### config.mk
export PLATFORM = sky130hd
export DESIGN_NAME = truth_table_sweeper
export DESIGN_NICKNAME = d
export VERILOG_FILES = /design/src/rtl/sweep_pkg.sv /design/src/rtl/sweep_ref_model.sv /design/src/rtl/truth_table_sweeper.sv
export SDC_FILE = /design/constraint.sdc
export NUM_CORES = 1
export LEC_CHECK = 0
export CAP_MARGIN = 20
export CORE_MARGIN = 2
export CORE_UTILIZATION = 55
export CTS_BUF_LIST = sky130_fd_sc_hd__clkbuf_4 sky130_fd_sc_hd__clkbuf_8
export DETAILED_ROUTE_END_ITERATION = 12
export PLACE_DENSITY = 0.92
export SYNTH_ARGS = -nofsm -noshare
export SYNTH_HDL_FRONTEND = slang
export SYNTH_SLANG_ARGS = --single-unit
### constraint.sdc
create_clock -name clk -period 5.2 [get_ports clk]
set_input_delay 1.04 -clock clk [delete_from_list [all_inputs] [get_ports clk]]
set_output_delay 1.04 -clock clk [all_outputs]
set_load 0.005 [all_outputs]
### src/rtl/sweep_pkg.sv
`default_nettype none
// ============================================================================
//  Module   : sweep_pkg
//  Purpose  : Shared encodings for the truth-table sweeper: expected-function
//             mode codes and the sweep controller state encoding.
//  Revision : 1.0  initial release
// ============================================================================
package sweep_pkg;

    // Expected reduction function applied to the stimulus vector
    localparam logic [1:0] MODE_AND  = 2'd0;
    localparam logic [1:0] MODE_OR   = 2'd1;
    localparam logic [1:0] MODE_XOR  = 2'd2;
    localparam logic [1:0] MODE_NAND = 2'd3;

    // Sweep controller states
    typedef enum logic [1:0] {
        ST_IDLE = 2'd0,
        ST_RUN  = 2'd1,
        ST_DONE = 2'd2
    } state_t;

endpackage
`default_nettype wire

### src/rtl/sweep_ref_model.sv
`default_nettype none
// ============================================================================
//  Module   : sweep_ref_model
//  Purpose  : Combinational golden model. Produces the expected single-bit
//             response of a reduction gate (AND/OR/XOR/NAND) for a vector.
//  Revision : 1.0  initial release
// ============================================================================
module sweep_ref_model
    import sweep_pkg::*;
#(
    parameter int N_IN = 3
) (
    input  logic [N_IN-1:0] vec_i,
    input  logic [1:0]      mode_i,
    output logic            exp_o
);

    // Select the reduction matching the latched mode
    always_comb begin
        exp_o = 1'b0;
        case (mode_i)
            MODE_AND:  exp_o = &vec_i;
            MODE_OR:   exp_o = |vec_i;
            MODE_XOR:  exp_o = ^vec_i;
            MODE_NAND: exp_o = ~&vec_i;
        endcase
    end

endmodule
`default_nettype wire

### src/rtl/truth_table_sweeper.sv
`default_nettype none
// ============================================================================
//  Module   : truth_table_sweeper
//  Purpose  : Exhaustive stimulus-and-check engine. Walks all 2^N_IN input
//             vectors, holds each for DWELL cycles, samples the DUT on the
//             last cycle and compares against the selected reduction.
//  Options  : SWEEP_FIRST_ERR_EN - build the first-mismatch capture register;
//             when undefined first_err_vec is tied to zero.
//  Revision : 1.0  initial release
// ============================================================================
module truth_table_sweeper
    import sweep_pkg::*;
#(
    parameter int N_IN  = 3,
    parameter int DWELL = 4
) (
    input  logic            clk,
    input  logic            reset,
    input  logic            start,
    input  logic [1:0]      mode,
    input  logic            dut_out,
    output logic [N_IN-1:0] vec_out,
    output logic            busy,
    output logic            done,
    output logic            pass,
    output logic [N_IN:0]   err_cnt,
    output logic [N_IN-1:0] first_err_vec
);

    // A one-cycle dwell still needs a legal one-bit counter
    localparam int              CNT_W    = (DWELL > 1) ? $clog2(DWELL) : 1;
    localparam logic [CNT_W-1:0] CNT_LAST = CNT_W'(DWELL - 1);
    localparam logic [N_IN-1:0]  VEC_LAST = '1;

    state_t            state_q, state_d;
    logic [N_IN-1:0]   vec_q,   vec_d;
    logic [CNT_W-1:0]  cnt_q,   cnt_d;
    logic [1:0]        mode_q,  mode_d;
    logic [N_IN:0]     err_q,   err_d;
    logic              pass_q,  pass_d;

    logic              w_expected;
    logic              w_accept;
    logic              w_sample;
    logic              w_mismatch;

    sweep_ref_model #(
        .N_IN   (N_IN)
    ) u_ref (
        .vec_i  (vec_q),
        .mode_i (mode_q),
        .exp_o  (w_expected)
    );

    assign w_accept   = (state_q == ST_IDLE) && start;
    assign w_sample   = (state_q == ST_RUN) && (cnt_q == CNT_LAST);
    assign w_mismatch = w_sample && (dut_out != w_expected);

    // Next-state logic: start acceptance, dwell stepping, scoring and finish
    always_comb begin
        state_d = state_q;
        vec_d   = vec_q;
        cnt_d   = cnt_q;
        mode_d  = mode_q;
        err_d   = err_q;
        pass_d  = pass_q;
        case (state_q)
            ST_IDLE: begin
                if (w_accept) begin
                    mode_d  = mode;
                    err_d   = '0;
                    pass_d  = 1'b0;
                    cnt_d   = '0;
                    vec_d   = '0;
                    state_d = ST_RUN;
                end
            end
            ST_RUN: begin
                cnt_d = cnt_q + 1'b1;
                if (w_sample) begin
                    if (w_mismatch) begin
                        err_d = err_q + 1'b1;
                    end
                    if (vec_q == VEC_LAST) begin
                        // Final sample's contribution is already in err_d
                        state_d = ST_DONE;
                        pass_d  = (err_d == '0);
                    end else begin
                        vec_d = vec_q + 1'b1;
                        cnt_d = '0;
                    end
                end
            end
            ST_DONE: begin
                state_d = ST_IDLE;
            end
            default: begin
                state_d = ST_IDLE;
            end
        endcase
    end

    // State and datapath registers with synchronous reset
    always_ff @(posedge clk) begin
        if (reset) begin
            state_q <= ST_IDLE;
            vec_q   <= '0;
            cnt_q   <= '0;
            mode_q  <= MODE_AND;
            err_q   <= '0;
            pass_q  <= 1'b0;
        end else begin
            state_q <= state_d;
            vec_q   <= vec_d;
            cnt_q   <= cnt_d;
            mode_q  <= mode_d;
            err_q   <= err_d;
            pass_q  <= pass_d;
        end
    end

    assign busy    = (state_q == ST_RUN);
    assign done    = (state_q == ST_DONE);
    assign vec_out = busy ? vec_q : '0;
    assign pass    = pass_q;
    assign err_cnt = err_q;

`ifdef SWEEP_FIRST_ERR_EN
    logic [N_IN-1:0] first_vec_q;
    logic            first_seen_q;

    // Capture the vector of the first mismatch; cleared by each accepted start
    always_ff @(posedge clk) begin
        if (reset) begin
            first_vec_q  <= '0;
            first_seen_q <= 1'b0;
        end else if (w_accept) begin
            first_vec_q  <= '0;
            first_seen_q <= 1'b0;
        end else if (w_mismatch && !first_seen_q) begin
            first_vec_q  <= vec_q;
            first_seen_q <= 1'b1;
        end
    end

    assign first_err_vec = first_vec_q;
`else
    assign first_err_vec = '0;
`endif

endmodule
`default_nettype wire

==> impl_metrics.toml, run 1 <==
[critical_path]
cp-end-kind = "output pin"
startpoint_type = "flop"
crit_path_max_fanout = 6
arrival_ns = 1.74
cp.required_ns = 4.16
critPathKind = "flop to output pin"

[cells_and_area]
finalInstanceArea_um2 = 1030
n_antenna_cell = 0
syn2layout_area_growth_pct = 18.0
fill_cells = 128
nNetsFinal = 131
drive_above_1_share_pct = 8.47

[global_route]
grt_pass1_vias = 751
grt_use_total_pct = 22.4
grt_overflow_total = 0
grt_max_degree = 16
grt_pass1_wl_um = 3230
antenna_found_initial = 0

[logic_synthesis]
synth_warnings = 0
synth.distinct_cells = 40
syn_area_um2 = 875
synth-edff-count = 0
synth_area_leader_cell = "dfxtp_1"
dominantRegCellSynth = "dfxtp_1"
synth_seq_area_share_pct = 32.0
synth.top_cell.area_share_pct = 32.0
ys_top_cells_by_count = "18 x nor2_1, 14 x dfxtp_1, 7 x inv_1, 6 x a21oi_1, 6 x nand2_1"
synth-seq-cells = 14
avgSynthCellArea_um2 = 8.41
synth_most_common_cell = "nor2_1"
ys_top_cells_by_area = "dfxtp_1 32%, nor2_1 7.7%, ha_1 7.2%, a21oi_1 3.4%, a22oi_1 3.4%"
syn_inst = 104
async_reset_ff_share_pct = 0

[outcome]
status = "complete, no violations"

[detailed_routing]
vias = 811
wl_um = 1900
via_per_inst = 6.05
top_layer = "met4"
post_drt_wl_per_cell_um = 14.2
drc = 0
routedLengthMet1_um = 817
wl_met3_um = 94
drtPass1Iterations = 4
postRouteAntennaNets = 0
drt_iter0_drc = 38
wl_met2_um = 953

[floorplan]
die_height_um = 43.9
fp.coreArea_um2 = 1510
die_w_um = 43.9
boundaryPins = 19
die_area_um2 = 1930
initial_core_util_pct = 58.1
rows = 14

[cts]
cts_tree = "yes"
path_clk_slew_ns = 0.08
ctsLongestPathBuffers = 2
cts_resized = 0
h-tree-depth = 1
cts_buffers = 3
insertion_delay_ns = 0.29
numClockSinks = 14
cts-root-buf = "clkbuf_4"
cts_hold_buf = 0
cts_post_setup_buffers_inserted = 0

[min_path]
hold_path_class = "flop to flop"

[placement]
dpl-instance-area_um2 = 1010
numPortBuffers = 15
dp_hpwl_um = 1350
place.gp.congestion = 0.816

[sta]
period_needed_ns = 2.78
tightest_slew_ns = 0.535
tns_ns = 0
rsz0062_at_grt = "false"
hold_viol_final = 0
fmax_mhz = 360
max_slew_margin_pct = 64.2
period_share_pct = 53.4
fin_skew_ns = 0.00417
finalMaxSlewViolations = 0
setup_violations = 0

[flow_run]
timing.max_cap.violations = 0

[power]
peakVddDrop_uv = 166
pwr_density_cell_nw_per_um2 = 204
cellLeakagePower_uw = 0.000390
-- kinds of logic (layout without fill, tap and decap cells) --
group	Yosys count	count (layout)	share of synthesized area (%)
XOR/XNOR	1	1	1.00
flip-flops	14	14	32.0
buffers and inverters	13	25	7.87
multiplexers	2	2	2.29
AND/OR/NAND/NOR	43	43	26.8
other	1	3	0.429
AO/OA/AOI/OAI	25	25	22.5
adder cells (fa/ha/maj)	5	5	7.15
-- per-layer routing --
layer | track usage (%) | up-vias
met2 | 39.1 | 27
met1 | 27.6 | 382
li1 | - | 396
met4 | 7.27 | 0
met3 | 3.75 | 6
met5 | 0 | -
-- cell usage in the layout, fill, tap and decap left out, types with 2 or more instances in the layout --
master,synthesis,final
a21oi_1,6,6
a22oi_1,4,4
clkbuf_4,0,3
clkdlybuf4s50_1,0,15
conb_1,1,3
dfxtp_1,14,14
ha_1,5,5
inv_1,7,7
mux2i_1,2,2
nand2_1,6,6
nand2b_1,2,2
nand3_1,2,2
nor2_1,18,18
nor3_1,4,4
nor3b_1,2,2
o21ai_0,3,3
-- per-stage QoR --
stage	total power [uW]	setup slack (ns)	hold WS [ns]	instances	util, %
6_report	210	2.42	0.522	134	68.5
5_1_grt	217	2.27	0.545	134	68.5
4_1_cts	208	2.44	0.524	134	68.5
3_5_place_dp	149	2.21	0.505	131	67.0
3_3_place_gp	147	2.26	0.490	131	67.0
2_1_floorplan	140	2.87	0.470	106	-
-- power by group --
part           internal (uW)  switching [uW]
Sequential               110            3.80
Combinational           15.4            18.4
Clock                   27.0            35.9
Total                    152            58.1
-- worst max-delay path: stages, from the launching register on --
cell	delay, ns
dfxtp_1	0.44
nand2b_1	0.18
inv_1	0.19
and2_1	0.15
clkdlybuf4s50_1	0.49
-- final cells by class --
class | instances | area (um2) | area share, %
multi-input cells | 79 | 533 | 51.6
flip-flops and latches | 14 | 280 | 27.2
repair buffers | 15 | 150 | 14.5
inverters | 7 | 26.3 | 2.55
clock buffers | 3 | 22.5 | 2.18
well taps | 16 | 20.0 | 1.94
-- registers in the layout, indices dropped and copies added, names as in the netlist --
signal and cells:
err_cnt 4, vec_q 3, cnt_q 2, mode_q 2, state_q 2, pass 1
-- path summary, 6_finish.rpt --
path	startpoint	endpoint	slack [ns]	cells after the start
max reg2reg	vec_q[0]	err_cnt[3]	2.88	8
max	state_q[0]	vec_out[2]	2.42	4
min reg2reg	err_cnt[3]	err_cnt[3]	0.52	2
min	err_cnt[3]	err_cnt[3]	0.52	2
Note: power is estimated with default switching activity, not from simulation.
==> run 2: changes to the inputs <==
--- a/config.mk
+++ b/config.mk
@@ -7,10 +7,10 @@
 export LEC_CHECK = 0
 export CAP_MARGIN = 20
 export CORE_MARGIN = 2
-export CORE_UTILIZATION = 55
+export CORE_UTILIZATION = 46
 export CTS_BUF_LIST = sky130_fd_sc_hd__clkbuf_4 sky130_fd_sc_hd__clkbuf_8
 export DETAILED_ROUTE_END_ITERATION = 12
-export PLACE_DENSITY = 0.92
+export PLACE_DENSITY = 0.82
 export SYNTH_ARGS = -nofsm -noshare
 export SYNTH_HDL_FRONTEND = slang
 export SYNTH_SLANG_ARGS = --single-unit
==> constraint.sdc (replaced) <==
create_clock -name clk -period 2.42 [get_ports clk]
set_input_delay 0.484 -clock clk [delete_from_list [all_inputs] [get_ports clk]]
set_output_delay 0.484 -clock clk [all_outputs]
set_load 0.005 [all_outputs]
==> run 2 against run 1 <==
Core utilization decreased by 8.1 points. Highest routed layer unchanged. Register-to-register slack lost 2.7 ns. Combinational power increased by 110%. Largest power group unchanged. Critical path type is now flop to flop. Count of clock-buffer cells in the layout grew 1. Global-route usage fell by 4.9 points.
==> impl_metrics.toml, run 2 (synthesis results as in run 1) <==
[outcome]
status = "complete, no violations"

[cts]
h-tree-depth = 1
insertion_delay_ns = 0.27
cts-root-buf = "clkbuf_4"
cts_buffers = 3
cts_hold_buf = 0
numClockSinks = 14
path_clk_slew_ns = 0.08
cts_tree = "yes"
ctsLongestPathBuffers = 2

[critical_path]
crit_path_max_fanout = 8
arrival_ns = 2.35
startpoint_type = "flop"
cp-end-kind = "flop"
cp.required_ns = 2.56
reg2regPathDepth = 8
r2r-end = "err_cnt[1]"
r2r_start = "vec_q[0]"
r2r_setup_slack_ns = 0.21
critPathKind = "flop to flop"

[cells_and_area]
layout_commonest_cell = "nor2_1"
n_antenna_cell = 0
finalInstanceArea_um2 = 1070
syn2layout_area_growth_pct = 21.9
layout_common_cells = "18 x nor2_1, 15 x clkdlybuf4s50_1, 13 x dfxtp_1"
finalNonFillerCells = 145
multi_input_area_um2 = 533
drive_above_1_share_pct = 10.8
seqCellArea_um2 = 282
largest_register_ffs = 4
fill_cells = 180
nNetsFinal = 132

[floorplan]
die_area_um2 = 2270
die_height_um = 47.6
fp.coreArea_um2 = 1760
rows = 15
initial_core_util_pct = 49.6
die_w_um = 47.6
boundaryPins = 19

[power]
seqPwrFrac_pct = 51.3
pwr-share-clk_pct = 33.9
pwr-share-comb_pct = 14.8
switching_power_uw = 114
cellLeakagePower_uw = 0.000403
peakVddDrop_uv = 372
pwr_density_cell_nw_per_um2 = 445
internal-power_uw = 360
swShare_pct = 24.1

[detailed_routing]
wl_met2_um = 823
postRouteAntennaNets = 0
wl_met3_um = 79
top_layer = "met4"
drtPass1Iterations = 4
vias = 791
drt_iter0_drc = 17
wl_um = 1720
post_drt_wl_per_cell_um = 11.9
drc = 0
routedLengthMet1_um = 808
via_per_inst = 5.46

[sta]
rsz0062_at_grt = "false"
setup_violations = 0
period_share_pct = 91.3
finalMaxSlewViolations = 0
fmax_mhz = 453
hold_viol_final = 0
fin_skew_ns = 0.00472
hold_ws_ns = 0.519
period_needed_ns = 2.21

[placement]
placed_cells = 141
dpl-instance-area_um2 = 1030
numPortBuffers = 15
dp_hpwl_um = 1330
place.gp.congestion = 0.801

[min_path]
min_from = "err_cnt[3]"
hold_path_class = "flop to flop"
whs_path_depth = 2
min_to = "err_cnt[3]"

[flow_run]
timing.max_cap.violations = 0

[global_route]
grt_max_degree = 16
grt_pass1_vias = 681
grt_use_total_pct = 17.5
grt_overflow_total = 0
antenna_found_initial = 0
grt_pass1_wl_um = 2790
-- run 2: cell types whose count changed in the layout (fill, tap and decap cells not counted), sizes merged --
cell    previous run  this run
buf                0         1
clkbuf             3         4
-- run 2: power by group through the flow --
| stage | Combinational [uW] | Clock [uW] | Sequential, uW |
|---|---|---|---|
| 2_1_floorplan | 56.2 | 0 | 246 |
| 3_3_place_gp | 68.1 | 0 | 248 |
| 3_5_place_dp | 70.0 | 0 | 249 |
| 4_1_cts | 70.6 | 169 | 244 |
| 5_1_grt | 78.8 | 179 | 245 |
| 6_report | 70.0 | 161 | 244 |
-- run 2: per-stage QoR --
stage	worst slack, ns	total power (uW)	TNS, ns	utilization [%]
after CTS	0.146	483	0	60.4
after detailed placement	-0.0197	319	-0.0375	58.3
after global placement	0.0360	316	0	58.3
after floorplan	0.260	302	0	-
final	0.210	474	0	60.4
after global routing	0.0272	503	0	60.4
-- run 2: worst max-delay path by stage --
stage / start / endpoint / slack, ns
floorplan: vec_q[0] / err_cnt[1] / 0.26
global placement: dut_out / err_cnt[0] / 0.04
detailed placement: dut_out / err_cnt[1] / -0.02
CTS: vec_q[0] / err_cnt[3] / 0.15
global route: vec_q[0] / err_cnt[3] / 0.03
finish: vec_q[0] / err_cnt[1] / 0.21
-- run 2: what timing repair did --
item,in CTS,in global routing
setup buffers,0,0
resized for setup,0,1
endpoints found under the setup margin,0,3
-- run 2: final cells by class --
| cell class | count | area share, % |
|---|---|---|
| clock buffers | 4 | 3.40 |
| flip-flops and latches | 14 | 26.4 |
| well taps | 25 | 2.93 |
| repair buffers | 16 | 14.8 |
| inverters | 7 | 2.46 |
| multi-input cells | 79 | 50.0 |
-- run 2: metal layers --
metal | vias to the layer above | track usage (%)
li1 | 401 | -
met1 | 368 | 22.1
met2 | 20 | 29.5
met3 | 2 | 2.26
met4 | 0 | 8.11
met5 | - | 0
-- run 2: worst max-delay path, cell delays in order (launching register included) --
cell	delay [ns]
dfxtp_2	0.34
ha_1	0.20
ha_1	0.25
or4b_4	0.50
o211ai_2	0.11
a311oi_4	0.10
a211o_2	0.38
a22oi_1	0.14
nor2_1	0.05
